`src/rtl/multiplier_pipe_stream.sv`:
```
// multiplier_pipe_stream: fully pipelined signed/unsigned array multiplier with a valid/ready stream handshake.
// Each of the S stages adds rows_per_stage partial-product rows; the whole pipe freezes while the output is blocked.
module multiplier_pipe_stream #(
   parameter int bw             = 16,
   parameter int rows_per_stage = 4
) (
   input  logic            CLK,
   input  logic            RESETn,
   input  logic [bw:1]     A,
   input  logic [bw:1]     B,
   input  logic            in_signed,
   input  logic            in_valid,
   output logic            in_ready,
   output logic [2*bw:1]   out,
   output logic            out_signed,
   output logic            out_valid,
   input  logic            out_ready
);
   localparam int S = bw / rows_per_stage;
   localparam int W = 2 * bw;

   if (bw % rows_per_stage != 0) begin : g_bad_rows
      $error("rows_per_stage must divide bw");
   end

   logic          r_vld [1:S];
   logic          r_sgn [1:S];
   logic [bw-1:0] r_a   [1:S];
   logic [bw-1:0] r_b   [1:S];
   logic [W-1:0]  r_sum [1:S];

   logic          w_vld  [0:S-1];
   logic          w_sgn  [0:S-1];
   logic [bw-1:0] w_a    [0:S-1];
   logic [bw-1:0] w_b    [0:S-1];
   logic [W-1:0]  w_sum  [0:S-1];
   logic [W-1:0]  w_nsum [0:S-1];
   logic          w_en;

   // In signed mode the top multiplier bit carries weight -2^(bw-1), so its row is subtracted.
   function automatic logic [W-1:0] add_rows(input logic [W-1:0] sum, input logic [bw-1:0] a,
                                             input logic [bw-1:0] b, input logic sg, input int first);
      logic [W-1:0] a_ext;
      logic [W-1:0] row;
      int           j;
      a_ext = sg ? {{bw{a[bw-1]}}, a} : {{bw{1'b0}}, a};
      for (int r = 0; r < rows_per_stage; r++) begin
         j   = first + r;
         row = b[j] ? a_ext << j : '0;
         sum = (sg && j == bw - 1) ? sum - row : sum + row;
      end
      return sum;
   endfunction

   // Bubbles enter with zeroed operands so out only ever shows 0 or a real product.
   always_comb begin
      w_en     = !(r_vld[S] && !out_ready);
      w_vld[0] = in_valid;
      w_sgn[0] = in_valid & in_signed;
      w_a[0]   = in_valid ? A : '0;
      w_b[0]   = in_valid ? B : '0;
      w_sum[0] = '0;
      for (int k = 1; k < S; k++) begin
         w_vld[k] = r_vld[k];
         w_sgn[k] = r_sgn[k];
         w_a[k]   = r_a[k];
         w_b[k]   = r_b[k];
         w_sum[k] = r_sum[k];
      end
      for (int k = 0; k < S; k++)
         w_nsum[k] = add_rows(w_sum[k], w_a[k], w_b[k], w_sgn[k], k * rows_per_stage);
   end

   always_ff @(posedge CLK or negedge RESETn)
      if (!RESETn)
         for (int k = 1; k <= S; k++) begin
            r_vld[k] <= 1'b0;
            r_sgn[k] <= 1'b0;
            r_a[k]   <= '0;
            r_b[k]   <= '0;
            r_sum[k] <= '0;
         end
      else if (w_en)
         for (int k = 1; k <= S; k++) begin
            r_vld[k] <= w_vld[k-1];
            r_sgn[k] <= w_sgn[k-1];
            r_a[k]   <= w_a[k-1];
            r_b[k]   <= w_b[k-1];
            r_sum[k] <= w_nsum[k-1];
         end

   assign in_ready   = w_en;
   assign out        = r_sum[S];
   assign out_signed = r_sgn[S];
   assign out_valid  = r_vld[S];
endmodule

```
`config.mk`:
```
export PLATFORM = sky130hd
export DESIGN_NAME = multiplier_pipe_stream
export DESIGN_NICKNAME = d
export VERILOG_FILES = /design/src/rtl/multiplier_pipe_stream.sv
export SDC_FILE = /design/constraint.sdc
export NUM_CORES = 1
export LEC_CHECK = 0
export BUFFER_PORTS_ARGS = -buffer_cell sky130_fd_sc_hd__buf_2
export CORE_MARGIN = 1
export CORE_UTILIZATION = 64
export DETAILED_ROUTE_END_ITERATION = 12
export PLACE_DENSITY = 0.93
export SYNTH_ARGS = -nofsm -noshare
export SYNTH_HDL_FRONTEND = slang
export SYNTH_SLANG_ARGS = --single-unit
```
`constraint.sdc`:
```
create_clock -name CLK -period 9.92 [get_ports CLK]
set_clock_uncertainty 0.05 [all_clocks]
set_input_delay 0.496 -clock CLK [delete_from_list [all_inputs] [get_ports CLK]]
set_output_delay 0.496 -clock CLK [all_outputs]
set_load 0.01 [all_outputs]
```
==> results.md <==
- The flow ran to the end, and the final reports show no timing, DRC or antenna violations.
- Setup repair after global routing left no endpoint under its margin.
- Setup violations remaining at the end of the flow were counted as 0.
- The power per unit of standard cell area is 336 nW/um2.
- The number of fill cells is just over 2,000.
- The placed standard-cell area is roughly 19,000 um2.
- The total inserted antenna cells is 0.
- In the global route stage, met1 resource usage came out at 34.4%.
- Buffers inserted during clock tree synthesis total 24.
- The leakage power figure is 10.0 nW.
- The synthesized design contains 0 enable-type register cells.
- The final layout contains 2,408 nets.
- The half-perimeter wire length of the detailed placement result is 29,000 um.
- The initial core utilization is 65.1%.
- The pre-antenna-repair detailed-routing pass consisted of 6 iterations.
- The top cell type's share of synthesized area is 27.8%.
- The critical path class is register to register.
- The sequential element share of the synthesized area is ~28%.
- The final non-filler cell area is 19,900 um2.
- The number of hold buffers added after CTS was 1.
- The class of the tightest hold or removal check is input port to register.
- The number of library cell types mapped by synthesis is 68.
- After synthesis the netlist holds a flip-flop and latch count of 208.
- In this run, post-CTS repair resized a total of 0 instances.
- The ratio of cells with drive above 1 in the final layout is 6.27%.
- The routed design has 39,300 um of wire.
- By area the synthesized netlist is led by sky130_fd_sc_hd__dfrtp_1 (28%), sky130_fd_sc_hd__fa_1 (23%), sky130_fd_sc_hd__nand2_1 (9.6%).
- The via count is between 10,000 and 15,000.
- In this run the number of H-tree levels came out at 1.
- In the routed design, unresolved DRC markers number 0.
- The largest fanout on the critical path is 19.
- At the later pin of the worst-skew pair, clock insertion delay measures approximately 0.54 ns.
- Port buffering added 71 buffers.
- The number of global-route vias before repair was between 10,000 and 15,000.
- The clock slew seen by the registers of the worst setup and hold paths is 0.06 ns.
- The arrival time of data at the critical path endpoint is roughly 6.0 ns.
- The clock passes through at most 3 buffers.
- For the final routed database, the setup TNS stands at 0 ns.
- CTS placed an instance of sky130_fd_sc_hd__clkbuf_16 at the clock tree root.
- Global routing consumed, on the met2 layer, 49.0% of the routing resources.
- The cell type contributing the most total cell area after synthesis is sky130_fd_sc_hd__dfrtp_1.
- The primary flip-flop cell chosen by synthesis mapping is sky130_fd_sc_hd__dfrtp_1.
- The overall die area is 30,000 um2.
- The final critical delay including setup and external delays is 5.56 ns.
- Entering global routing, the biggest net connects 96 pins.
- The post-synthesis area per instance is 9.04 um2.
- The final max-slew violation count is 0.
- The cell row count is between 60 and 70.
- The worst slew margin relative to its limit is 35.3%.
- The post-synthesis cell count is 2,072.
- In the global route stage, overall resource usage came out at 27.1%.
- The DRC violation total after the first TritonRoute iteration is 782.
- Global routing used 2.77% of the available met3 tracks.
- The global-route wire length before repair is 68,200 um.
- The overflow left after global routing is 0.
- The area of combinational cells with multiple inputs is 12,600 um2.
- In this run the horizontal extent of the chip is 173 um.
- In this run the count of I/O pins placed on the die edge is 72.
- For this run, asynchronously set or reset flops after synthesis account for 100%.
- The final weighted congestion of routability-driven global placement is 0.876.
- STA classifies the critical path startpoint as a register.
- The average routed wire per standard cell is ~16 um.
- Registers take 5200 um2.
- The number of nets handed over by synthesis was 2,426.
- The final hold violation count is 0.
- The maximum resistive drop on vdd is 0.000168 V.
- Measured along the y axis, the die boundary spans 173 um.
- The most used routing layer in global routing is met2.
- The data required time of the critical path is a little over 10 ns.
- The core area is 28,800 um2.
- At the pin with the least slew margin, the transition time is about 0.97 ns.
- Summing every instance area after synthesis gives 18,700 um2.
- In this run the post-CTS setup repair buffer count came out at 0.
- The total number of clock tree sinks is 208.
- The count of synthesis-stage warnings from yosys is 0.
- The number of maximum-capacitance violations is 0.
- The layout-stage area growth over the synthesis result is 6.27%.
- The worst setup path is captured at a register.
- For this run, the top clock speed supported by timing is 0.180 GHz.
- The number of antenna violations at the first check in global routing came to 0.
- The average via count per standard cell is between 5 and 6.
- The count of nets left with antenna violations once routing finished came out at 0.
- Of the available clock period, the critical path in the final layout requires 56.0%.
- TritonCTS built the clock tree.
==> flip-flops by register name (all words and copies together), names as in the netlist <==
register and count:
out_signed 1, r_sgn 3, r_sum 96, out 32, out_valid 1, r_a 48, r_vld 3, r_b 24
==> path summary, 6_finish.rpt <==
check | endpoint | from | slack, ns | cells past startpoint
hold / removal | r_b[61] | B[14] | 0.15 | 3
hold reg to reg | out_valid | r_vld[1] | 0.41 | 1
max in group asynchronous | r_a[50] | RESETn | 8.00 | 3
min in group asynchronous | out[16] | RESETn | 0.45 | 2
setup / recovery | out[32] | r_b[30] | 4.36 | 21
setup reg to reg | out[32] | r_b[30] | 4.36 | 21
==> worst max-delay path, stage by stage, from the launching register on <==
cell and delay [ns]:
sky130_fd_sc_hd__dfrtp_1 0.68, sky130_fd_sc_hd__nand2_1 0.16, sky130_fd_sc_hd__fa_1 0.52, sky130_fd_sc_hd__fa_1 0.55, sky130_fd_sc_hd__inv_1 0.04, sky130_fd_sc_hd__ha_1 0.21
sky130_fd_sc_hd__fa_1 0.40, sky130_fd_sc_hd__a21o_1 0.19, sky130_fd_sc_hd__a21o_1 0.21, sky130_fd_sc_hd__nand4_1 0.11, sky130_fd_sc_hd__a21boi_1 0.09, sky130_fd_sc_hd__o41a_1 0.37
sky130_fd_sc_hd__a21o_1 0.20, sky130_fd_sc_hd__a21oi_1 0.18, sky130_fd_sc_hd__xnor2_1 0.15, sky130_fd_sc_hd__ha_1 0.29, sky130_fd_sc_hd__a21oi_1 0.13, sky130_fd_sc_hd__o21ai_1 0.12
sky130_fd_sc_hd__a211o_1 0.31, sky130_fd_sc_hd__a21oi_1 0.17, sky130_fd_sc_hd__xnor3_1 0.22, sky130_fd_sc_hd__o21ai_1 0.12
==> final cells by class <==
type                            instances  area share, %
Timing Repair Buffer                   79           2.14
Sequential cell                       208           26.2
Multi-Input combinational cell       1639           63.1
Clock buffer                           32           3.37
Clock inverter                         12          0.836
Inverter                              102           1.95
Tap cell                              384           2.41
==> layout by cell type (no fill, tap or decap), drive strengths merged, types with 7 or more instances in the layout <==
cell type	count
nor2b	8
nor3	29
nor2	104
and2	144
nand3	58
a211oi	13
dfrtp	208
a21o	31
clkbuf	33
nand2	481
inv	103
nor4	7
ha	106
and3	40
o211ai	14
nand2b	8
o21a	21
buf	77
xnor2	53
a31oi	10
o21ai	75
o31ai	13
a21oi	96
o21bai	8
xor2	41
fa	211
nand4	9
==> metal layers <==
metal  wire length [um]  vias up
met1              16600     7077
met3               1620       76
met5                  0        -
met2              20200      376
li1                   -     6759
met4                979        0
==> cells by family (layout without fill, tap and decap cells) <==
logic type                 after synthesis  count (layout)  share of synthesized area (%)
adders and majority gates              317             317                           29.6
AOI/OAI and AO/OA                      313             313                           10.5
DFF                                    208             208                           27.8
muxes                                    2               2                          0.120
xor gates and xnor gates                95              95                           4.52
and+or+nand+nor                        912             912                           22.2
buffers and inverters                  225             225                           5.16
==> synth_stat cells, drive strengths merged (3+ instances only) <==
master	n
fa	211
clkbuf	78
nand2	481
nor3	29
and2	144
nor2b	8
nor2	104
o21bai	8
a211o	3
a211oi	13
nand2b	8
inv	101
a31oi	10
nor3b	4
or2	3
and4	3
nor4	7
nand3b	6
dfrtp	208
a21oi	96
o21a	21
nand4	9
o21ai	75
a21o	31
xnor2	53
or3	5
buf	45
a2111oi	3
o31ai	13
xor2	41
and3	40
o211ai	14
ha	106
a21boi	5
nand3	58
==> stage by stage <==
stage / hold slack (ns) / power (W) / setup slack, ns / utilization [%] / instances
after detailed placement: 0.396 / 0.00569 / 4.39 / 66.2 / 2411
final: 0.149 / 0.00668 / 4.36 / 69.2 / 2456
after global routing: 0.152 / 0.00733 / 3.97 / 69.2 / 2456
after CTS: 0.136 / 0.00669 / 4.36 / 69.2 / 2456
after floorplan: 0.150 / 0.00491 / 4.59 / - / 2072
after global placement: 0.393 / 0.00545 / 4.47 / 66.2 / 2411
==> report_power, final <==
part	switching (W)	internal (W)
Sequential	0.000388	0.00123
Clock	0.000360	0.000557
Combinational	0.00233	0.00182
Total	0.00308	0.00360
Note: power is estimated with default switching activity, not from simulation.
